`src/rtl/wb_port_arbiter.sv`:
```
// -----------------------------------------------------------------------------
// wb_port_arbiter
//
// Purpose:
//   Shares the single register-file write port between three result
//   producers:
//     - port A: the ALU/JAL path
//     - port L: the load unit
//     - port M: the multi-cycle mul/div unit
//   The normal fixed priority is L > M > A. Each port has an aging counter.
//   When a port has waited AGE_LIMIT cycles, it is promoted ahead of the
//   fixed order, so that no port starves.
//   On a mispredict flush, speculative A/M results are swallowed. A load
//   that reports a memory fault is dropped, and an error pulse is raised in
//   place of the write.
//
// Ports:
//   clk, rst                 clock and synchronous active-high reset
//   a_valid/a_rd/a_data      port A request (held stable until a_ready)
//   a_ready                  port A accepted this cycle (combinational)
//   l_valid/l_rd/l_data      load port request
//   l_ready                  load port accepted this cycle (combinational)
//   m_valid/m_rd/m_data      mul/div port request
//   m_ready                  mul/div port accepted this cycle (combinational)
//   mispredict_flush         squash any A/M result presented this cycle
//   memory_error             marks the current L result as faulted
//   rf_we/rf_waddr/rf_wdata  registered register-file write
//   err_valid/err_rd         registered one-cycle pulse for a dropped load
// -----------------------------------------------------------------------------
module wb_port_arbiter #(
    parameter int DATA_W    = 32,
    parameter int AGE_LIMIT = 4,
    parameter int AGE_W     = 3
) (
    input  logic              clk,
    input  logic              rst,

    input  logic              a_valid,
    input  logic [4:0]        a_rd,
    input  logic [DATA_W-1:0] a_data,
    output logic              a_ready,

    input  logic              l_valid,
    input  logic [4:0]        l_rd,
    input  logic [DATA_W-1:0] l_data,
    output logic              l_ready,

    input  logic              m_valid,
    input  logic [4:0]        m_rd,
    input  logic [DATA_W-1:0] m_data,
    output logic              m_ready,

    input  logic              mispredict_flush,
    input  logic              memory_error,

    output logic              rf_we,
    output logic [4:0]        rf_waddr,
    output logic [DATA_W-1:0] rf_wdata,
    output logic              err_valid,
    output logic [4:0]        err_rd
);

    localparam logic [AGE_W-1:0] AGE_MAX = AGE_W'(AGE_LIMIT);

    // Aging counters, one per port
    logic [AGE_W-1:0] a_age;
    logic [AGE_W-1:0] l_age;
    logic [AGE_W-1:0] m_age;

    // A port counts as aged once it has waited the full limit
    logic a_aged;
    logic l_aged;
    logic m_aged;

    // Grants that lead to a write (or a fault report), and flush drops
    logic grant_a;
    logic grant_l;
    logic grant_m;
    logic drop_a;
    logic drop_m;

    // Selected result heading for the output register
    logic              sel_valid;
    logic [4:0]        sel_rd;
    logic [DATA_W-1:0] sel_data;
    logic              load_fault;
    logic              do_write;

    assign a_aged = (a_age >= AGE_MAX);
    assign l_aged = (l_age >= AGE_MAX);
    assign m_aged = (m_age >= AGE_MAX);

    // Next value of one aging counter.
    // The counter counts up, saturating, while the port waits with valid high.
    // It clears once the port is accepted or its valid drops.
    function automatic logic [AGE_W-1:0] age_next(
        input logic             valid,
        input logic             ready,
        input logic [AGE_W-1:0] age
    );
        logic [AGE_W-1:0] result;
        result = '0;
        if (valid && !ready) begin
            if (age >= AGE_MAX) begin
                result = AGE_MAX;
            end else begin
                result = age + AGE_W'(1);
            end
        end
        return result;
    endfunction

    // Grant selection.
    // During a flush, A and M are handed ready purely so that they can be
    // discarded. L then arbitrates on its own.
    // Otherwise, an aged port beats the fixed order. Ties between aged ports
    // fall back to L > M > A.
    // Nothing is granted while reset is held, so no handshake can complete
    // in a reset cycle.
    always_comb begin
        grant_a = 1'b0;
        grant_l = 1'b0;
        grant_m = 1'b0;
        drop_a  = 1'b0;
        drop_m  = 1'b0;
        if (!rst) begin
            if (mispredict_flush) begin
                grant_l = l_valid;
                drop_a  = a_valid;
                drop_m  = m_valid;
            end else if (l_valid && l_aged) begin
                grant_l = 1'b1;
            end else if (m_valid && m_aged) begin
                grant_m = 1'b1;
            end else if (a_valid && a_aged) begin
                grant_a = 1'b1;
            end else if (l_valid) begin
                grant_l = 1'b1;
            end else if (m_valid) begin
                grant_m = 1'b1;
            end else if (a_valid) begin
                grant_a = 1'b1;
            end
        end
    end

    assign a_ready = grant_a | drop_a;
    assign l_ready = grant_l;
    assign m_ready = grant_m | drop_m;

    // Mux the winning port's destination and data toward the output register.
    // A faulted load still wins the cycle, which keeps the other ports out.
    // However, it is diverted to the error pulse instead of the register file.
    always_comb begin
        sel_valid = 1'b0;
        sel_rd    = '0;
        sel_data  = '0;
        if (grant_l) begin
            sel_valid = 1'b1;
            sel_rd    = l_rd;
            sel_data  = l_data;
        end else if (grant_m) begin
            sel_valid = 1'b1;
            sel_rd    = m_rd;
            sel_data  = m_data;
        end else if (grant_a) begin
            sel_valid = 1'b1;
            sel_rd    = a_rd;
            sel_data  = a_data;
        end
    end

    assign load_fault = grant_l & memory_error;

    // Writes to x0 are accepted upstream but never reach the register file
    assign do_write = sel_valid & ~load_fault & (sel_rd != 5'd0);

    // Aging counter registers
    always_ff @(posedge clk) begin
        if (rst) begin
            a_age <= '0;
            l_age <= '0;
            m_age <= '0;
        end else begin
            a_age <= age_next(a_valid, a_ready, a_age);
            l_age <= age_next(l_valid, l_ready, l_age);
            m_age <= age_next(m_valid, m_ready, m_age);
        end
    end

    // Output register.
    // The address and data only move when a real write is issued, so they
    // keep their last value in idle cycles.
    // Reset clears everything, which cancels a write that is still in flight.
    always_ff @(posedge clk) begin
        if (rst) begin
            rf_we     <= 1'b0;
            rf_waddr  <= '0;
            rf_wdata  <= '0;
            err_valid <= 1'b0;
            err_rd    <= '0;
        end else begin
            rf_we     <= do_write;
            err_valid <= load_fault;
            if (do_write) begin
                rf_waddr <= sel_rd;
                rf_wdata <= sel_data;
            end
            if (load_fault) begin
                err_rd <= l_rd;
            end
        end
    end

endmodule

```
`config.mk`:
```
export PLATFORM = sky130hd
export DESIGN_NAME = wb_port_arbiter
export DESIGN_NICKNAME = d
export VERILOG_FILES = /design/src/rtl/wb_port_arbiter.sv
export SDC_FILE = /design/constraint.sdc
export NUM_CORES = 1
export LEC_CHECK = 0
export CAP_MARGIN = 30
export CORE_ASPECT_RATIO = 1.25
export CORE_UTILIZATION = 40
export CTS_CLUSTER_DIAMETER = 120
export DETAILED_ROUTE_END_ITERATION = 8
export HOLD_SLACK_MARGIN = 0.06
export PLACE_DENSITY = 0.94
export REMOVE_ABC_BUFFERS = 1
export SLEW_MARGIN = 10
export SYNTH_ARGS = -nofsm -noshare
export SYNTH_HDL_FRONTEND = slang
export SYNTH_SLANG_ARGS = --single-unit
```
`constraint.sdc`:
```
create_clock -name clk -period 9.92 [get_ports clk]
set_clock_uncertainty 0.1 [all_clocks]
set_input_delay 2.976 -clock clk [delete_from_list [all_inputs] [get_ports clk]]
set_output_delay 2.976 -clock clk [all_outputs]
set_load 0.02 [all_outputs]
```
==> results by stage <==
Worst setup path:
- The worst reg2reg path depth is 7.
- The worst endpoint required time is just under 7 ns.
- The kind of launch point of the worst setup path is an input port.
- The capturing element type of the critical path is a primary output.
- In this run the register-to-register setup slack is about 6.8 ns.
- For the worst setup path, the data arrival time is 5.41 ns.
- Of all nets on the critical path, the largest fanout is 41.
- The startpoint of the worst register-to-register path is m_age[2].
- The endpoint of the worst register-to-register path is rf_wdata[15].
- The critical path in this run is classified as in -> out.

Global routing:
- The wire length of the first global-routing pass is 12.3 mm.
- The global-route congestion overflow total is 0.
- Entering global routing, the biggest net connects 42 pins.
- The number of global-route vias before repair is 2800.
- The initial antenna violation count is 0.
- The total global-route track usage is 0.228.

Timing:
- Setup repair after global routing left no endpoint under its margin.
- The slew at the pin closest to its max-slew limit is 0.891 ns.
- The worst-case headroom to the max-slew limit is 0.406.
- The worst path in the final design needs a cycle of 8.49 ns, including I/O delays and setup.
- The total setup violations reported at the end of the flow is 0.
- The count of pins over their slew limit is 0.
- After routing, the total negative slack on setup checks comes to 0 ns.
- The number of hold violations in the final report was 0.
- Based on the critical path, the design can be clocked at up to 118 MHz.
- Of the available clock period, the critical path in the final layout requires 0.856.

Drt:
- Dividing the detail-routed wire length by the instance count gives 14.5 µm.
- The count of nets left with antenna violations once routing finished came out at 0.
- The routed layout has 2726 vias.
- The vias per cell is 5.19.
- After the first detailed-routing iteration, the DRC count stood at 104.
- The residual DRC count is 0.
- The overall routed net length is 7.62 mm.
- The iteration count of the initial detailed-routing pass is 7.

Synthesis:
- The dominant cell type by area after synthesis is sky130_fd_sc_hd__dfxtp_1.
- The most common cell in the netlist is sky130_fd_sc_hd__dfxtp_1.
- Of all flip-flops after synthesis, the portion carrying an async set or reset was 0.
- The top cell type's share of synthesized area is 0.402.
- The share of synthesized area occupied by flip-flops and latches is 0.402.
- For this run, the leading register cell type out of synthesis is sky130_fd_sc_hd__dfxtp_1.
- The number of unique standard cell types used by synthesis is 39.
- The combined area of all synthesized cells is between 2000 and 3000 µm².
- Yosys printed 0 warnings.
- Counting instances in the post-synthesis netlist gives the leading cell types as 53 x sky130_fd_sc_hd__dfxtp_1, 45 x sky130_fd_sc_hd__nand2_1, 41 x sky130_fd_sc_hd__a21oi_1.
- In this run, synthesis inferred 0 flip-flops with an integrated enable.
- The synthesized instance count is between 200 and 300.
- Sorting the synthesized cells by area gives the leading types as sky130_fd_sc_hd__dfxtp_1 40%, sky130_fd_sc_hd__mux2i_1 13%, sky130_fd_sc_hd__a22o_1 12%.
- The average instance area after synthesis is 9.17 µm².
- The number of storage elements in the synthesis netlist is 53.

Power and ir drop:
- VDD sags by at most 0.0549 mV.
- The logic gate share of total power is 0.271.
- The power share of the clock group is 0.237.
- The switching power is around 0.12 mW.
- The internal power of the cells is 0.343 mW.
- The power density relative to cell area is 104 nW/µm².
- The proportion of total power due to net switching is 0.252.
- The part of the power in registers is 0.491.
- For this design the static power due to leakage is 1.57 nW.

Clocking:
- The clock-pin transition on the worst setup and hold timing paths is 0.08 ns.
- The number of buffers inserted to repair setup after CTS is 0.
- The clock net in this run drives a total of 53 sinks.
- At the later pin of the worst-skew pair, clock insertion delay measures 0.29 ns.
- The H-tree depth reported by CTS is 2.
- The maximum buffer depth of the clock tree is 2.
- TritonCTS built the clock tree.
- The clock buffer count from CTS is 5.
- The number of hold buffers added after CTS was 0.
- The post-CTS resize count is 0.
- The buffer cell driving the clock tree root is sky130_fd_sc_hd__clkbuf_8.

Floorplanning:
- The boundary pin count is 165.
- In this run the horizontal extent of the chip is 74.7 µm.
- The die area is 6930 µm².
- For this configuration, the core starts out at a cell density of 0.420.
- The die boundary height is 92.8 µm.
- The placement row count is 32.
- The floorplan step defined a core boundary enclosing 6290 µm².

Layout:
- After the last flow step, the layout net total stands at between 500 and 600.
- The share of post-route cells with drive strength above 1 is 0.0500.
- The post-route standard cell area excluding fillers is 4390 µm².
- The number of antenna diodes in the final layout is 0.
- Relative to the synthesized area, the layout overhead comes to 66.4%.

Min path:
- The min-delay analysis places its worst path in the category reg -> reg.
- The worst hold path endpoint is a_age[0].
- Counting instances, the worst hold path has a depth of 1.
- The startpoint of the tightest hold check path is a_age[0].

Place:
- Detailed placement ended at an HPWL of 5.89 mm.
- At the end of routability-driven placement, the weighted congestion stood at 0.772.
- Summing all placed instances gives a cell area of around 4300 µm².
- Buffers placed on the I/O ports in this run total 164.

Outcome:
- The flow ran to the end, and the final reports show no timing, DRC or antenna violations.

Job:
- Across the run, the number of max-cap violations was 0.
-- kinds of logic after synthesis --
| group | count (synthesis) | synth area share |
|---|---|---|
| mux | 33 | 0.125 |
| simple gates | 69 | 0.122 |
| flops | 53 | 0.402 |
| buf+inv | 32 | 0.0588 |
| fa+ha+maj | 6 | 0.0284 |
| compound gates | 95 | 0.264 |
-- power groups by stage --
stage	logic [mW]	clock network [mW]	registers (mW)
after global placement	0.122	0	0.230
after global routing	0.133	0.121	0.227
after floorplan	0.0393	0	0.241
after CTS	0.126	0.114	0.226
final	0.125	0.109	0.226
after detailed placement	0.125	0	0.231
-- through the flow --
step	power (mW)	utilization	instances	setup slack, ns	hold WS, ns
floorplan	0.280	-	267	1.71	0.323
global placement	0.352	0.687	519	1.48	0.332
detailed placement	0.356	0.687	519	1.42	0.346
CTS	0.465	0.699	525	1.41	0.359
global route	0.480	0.699	525	1.31	0.373
finish	0.459	0.699	525	1.43	0.354
-- registers in the layout, indices dropped and copies added (netlist names) --
register   count
rf_wdata      32
err_valid      1
a_age          3
m_age          3
rf_we          1
l_age          3
err_rd         5
rf_waddr       5
-- critical path, cell delays in order --
cell and delay, ns:
sky130_fd_sc_hd__clkdlybuf4s50_1 0.62, sky130_fd_sc_hd__inv_1 0.12, sky130_fd_sc_hd__buf_4 0.37, sky130_fd_sc_hd__o311a_4 0.59, sky130_fd_sc_hd__clkdlybuf4s50_1 0.70
-- cell usage in the layout (no fill, tap or decap), types with 2 or more instances in the layout --
cell and instances:
sky130_fd_sc_hd__clkdlybuf4s50_1 164, sky130_fd_sc_hd__dfxtp_1 53, sky130_fd_sc_hd__nand2_1 45, sky130_fd_sc_hd__a21oi_1 40, sky130_fd_sc_hd__a22o_1 35, sky130_fd_sc_hd__mux2i_1 33
sky130_fd_sc_hd__inv_1 11, sky130_fd_sc_hd__ha_1 6, sky130_fd_sc_hd__nor2_1 5, sky130_fd_sc_hd__clkbuf_8 5, sky130_fd_sc_hd__or2_2 4, sky130_fd_sc_hd__a222oi_1 3
sky130_fd_sc_hd__o32ai_1 3, sky130_fd_sc_hd__nor3_1 3, sky130_fd_sc_hd__buf_4 3, sky130_fd_sc_hd__or2b_1 2, sky130_fd_sc_hd__or3b_2 2, sky130_fd_sc_hd__nor4_1 2
-- cell type report --
type | instances | area (µm²)
Inverter | 11 | 41.3
Tap cell | 85 | 106
Timing Repair Buffer | 167 | 1660
Multi-Input combinational cell | 203 | 1450
Clock inverter | 1 | 5.00
Sequential cell | 53 | 1060
Fill cell | 491 | 1890
Clock buffer | 5 | 68.8
-- worst max path at each step --
stage             endpoint  slack [ns]             start  cells past startpoint
2_1_floorplan  rf_wdata[0]        1.71  mispredict_flush                      6
3_3_place_gp       l_ready        1.48               rst                      5
3_5_place_dp       l_ready        1.42               rst                      5
4_1_cts            l_ready        1.41               rst                      5
5_1_grt            l_ready        1.31               rst                      5
6_report           l_ready        1.43               rst                      5
-- metal layers --
layer,part of all wire,up-vias,GRT usage
met1,0.37,1242,0.232
met4,0.016,0,0.0818
met3,0.078,14,0.0653
met2,0.54,123,0.425
li1,-,1347,-
met5,0,-,0
Power figures use the tool's default switching activity.
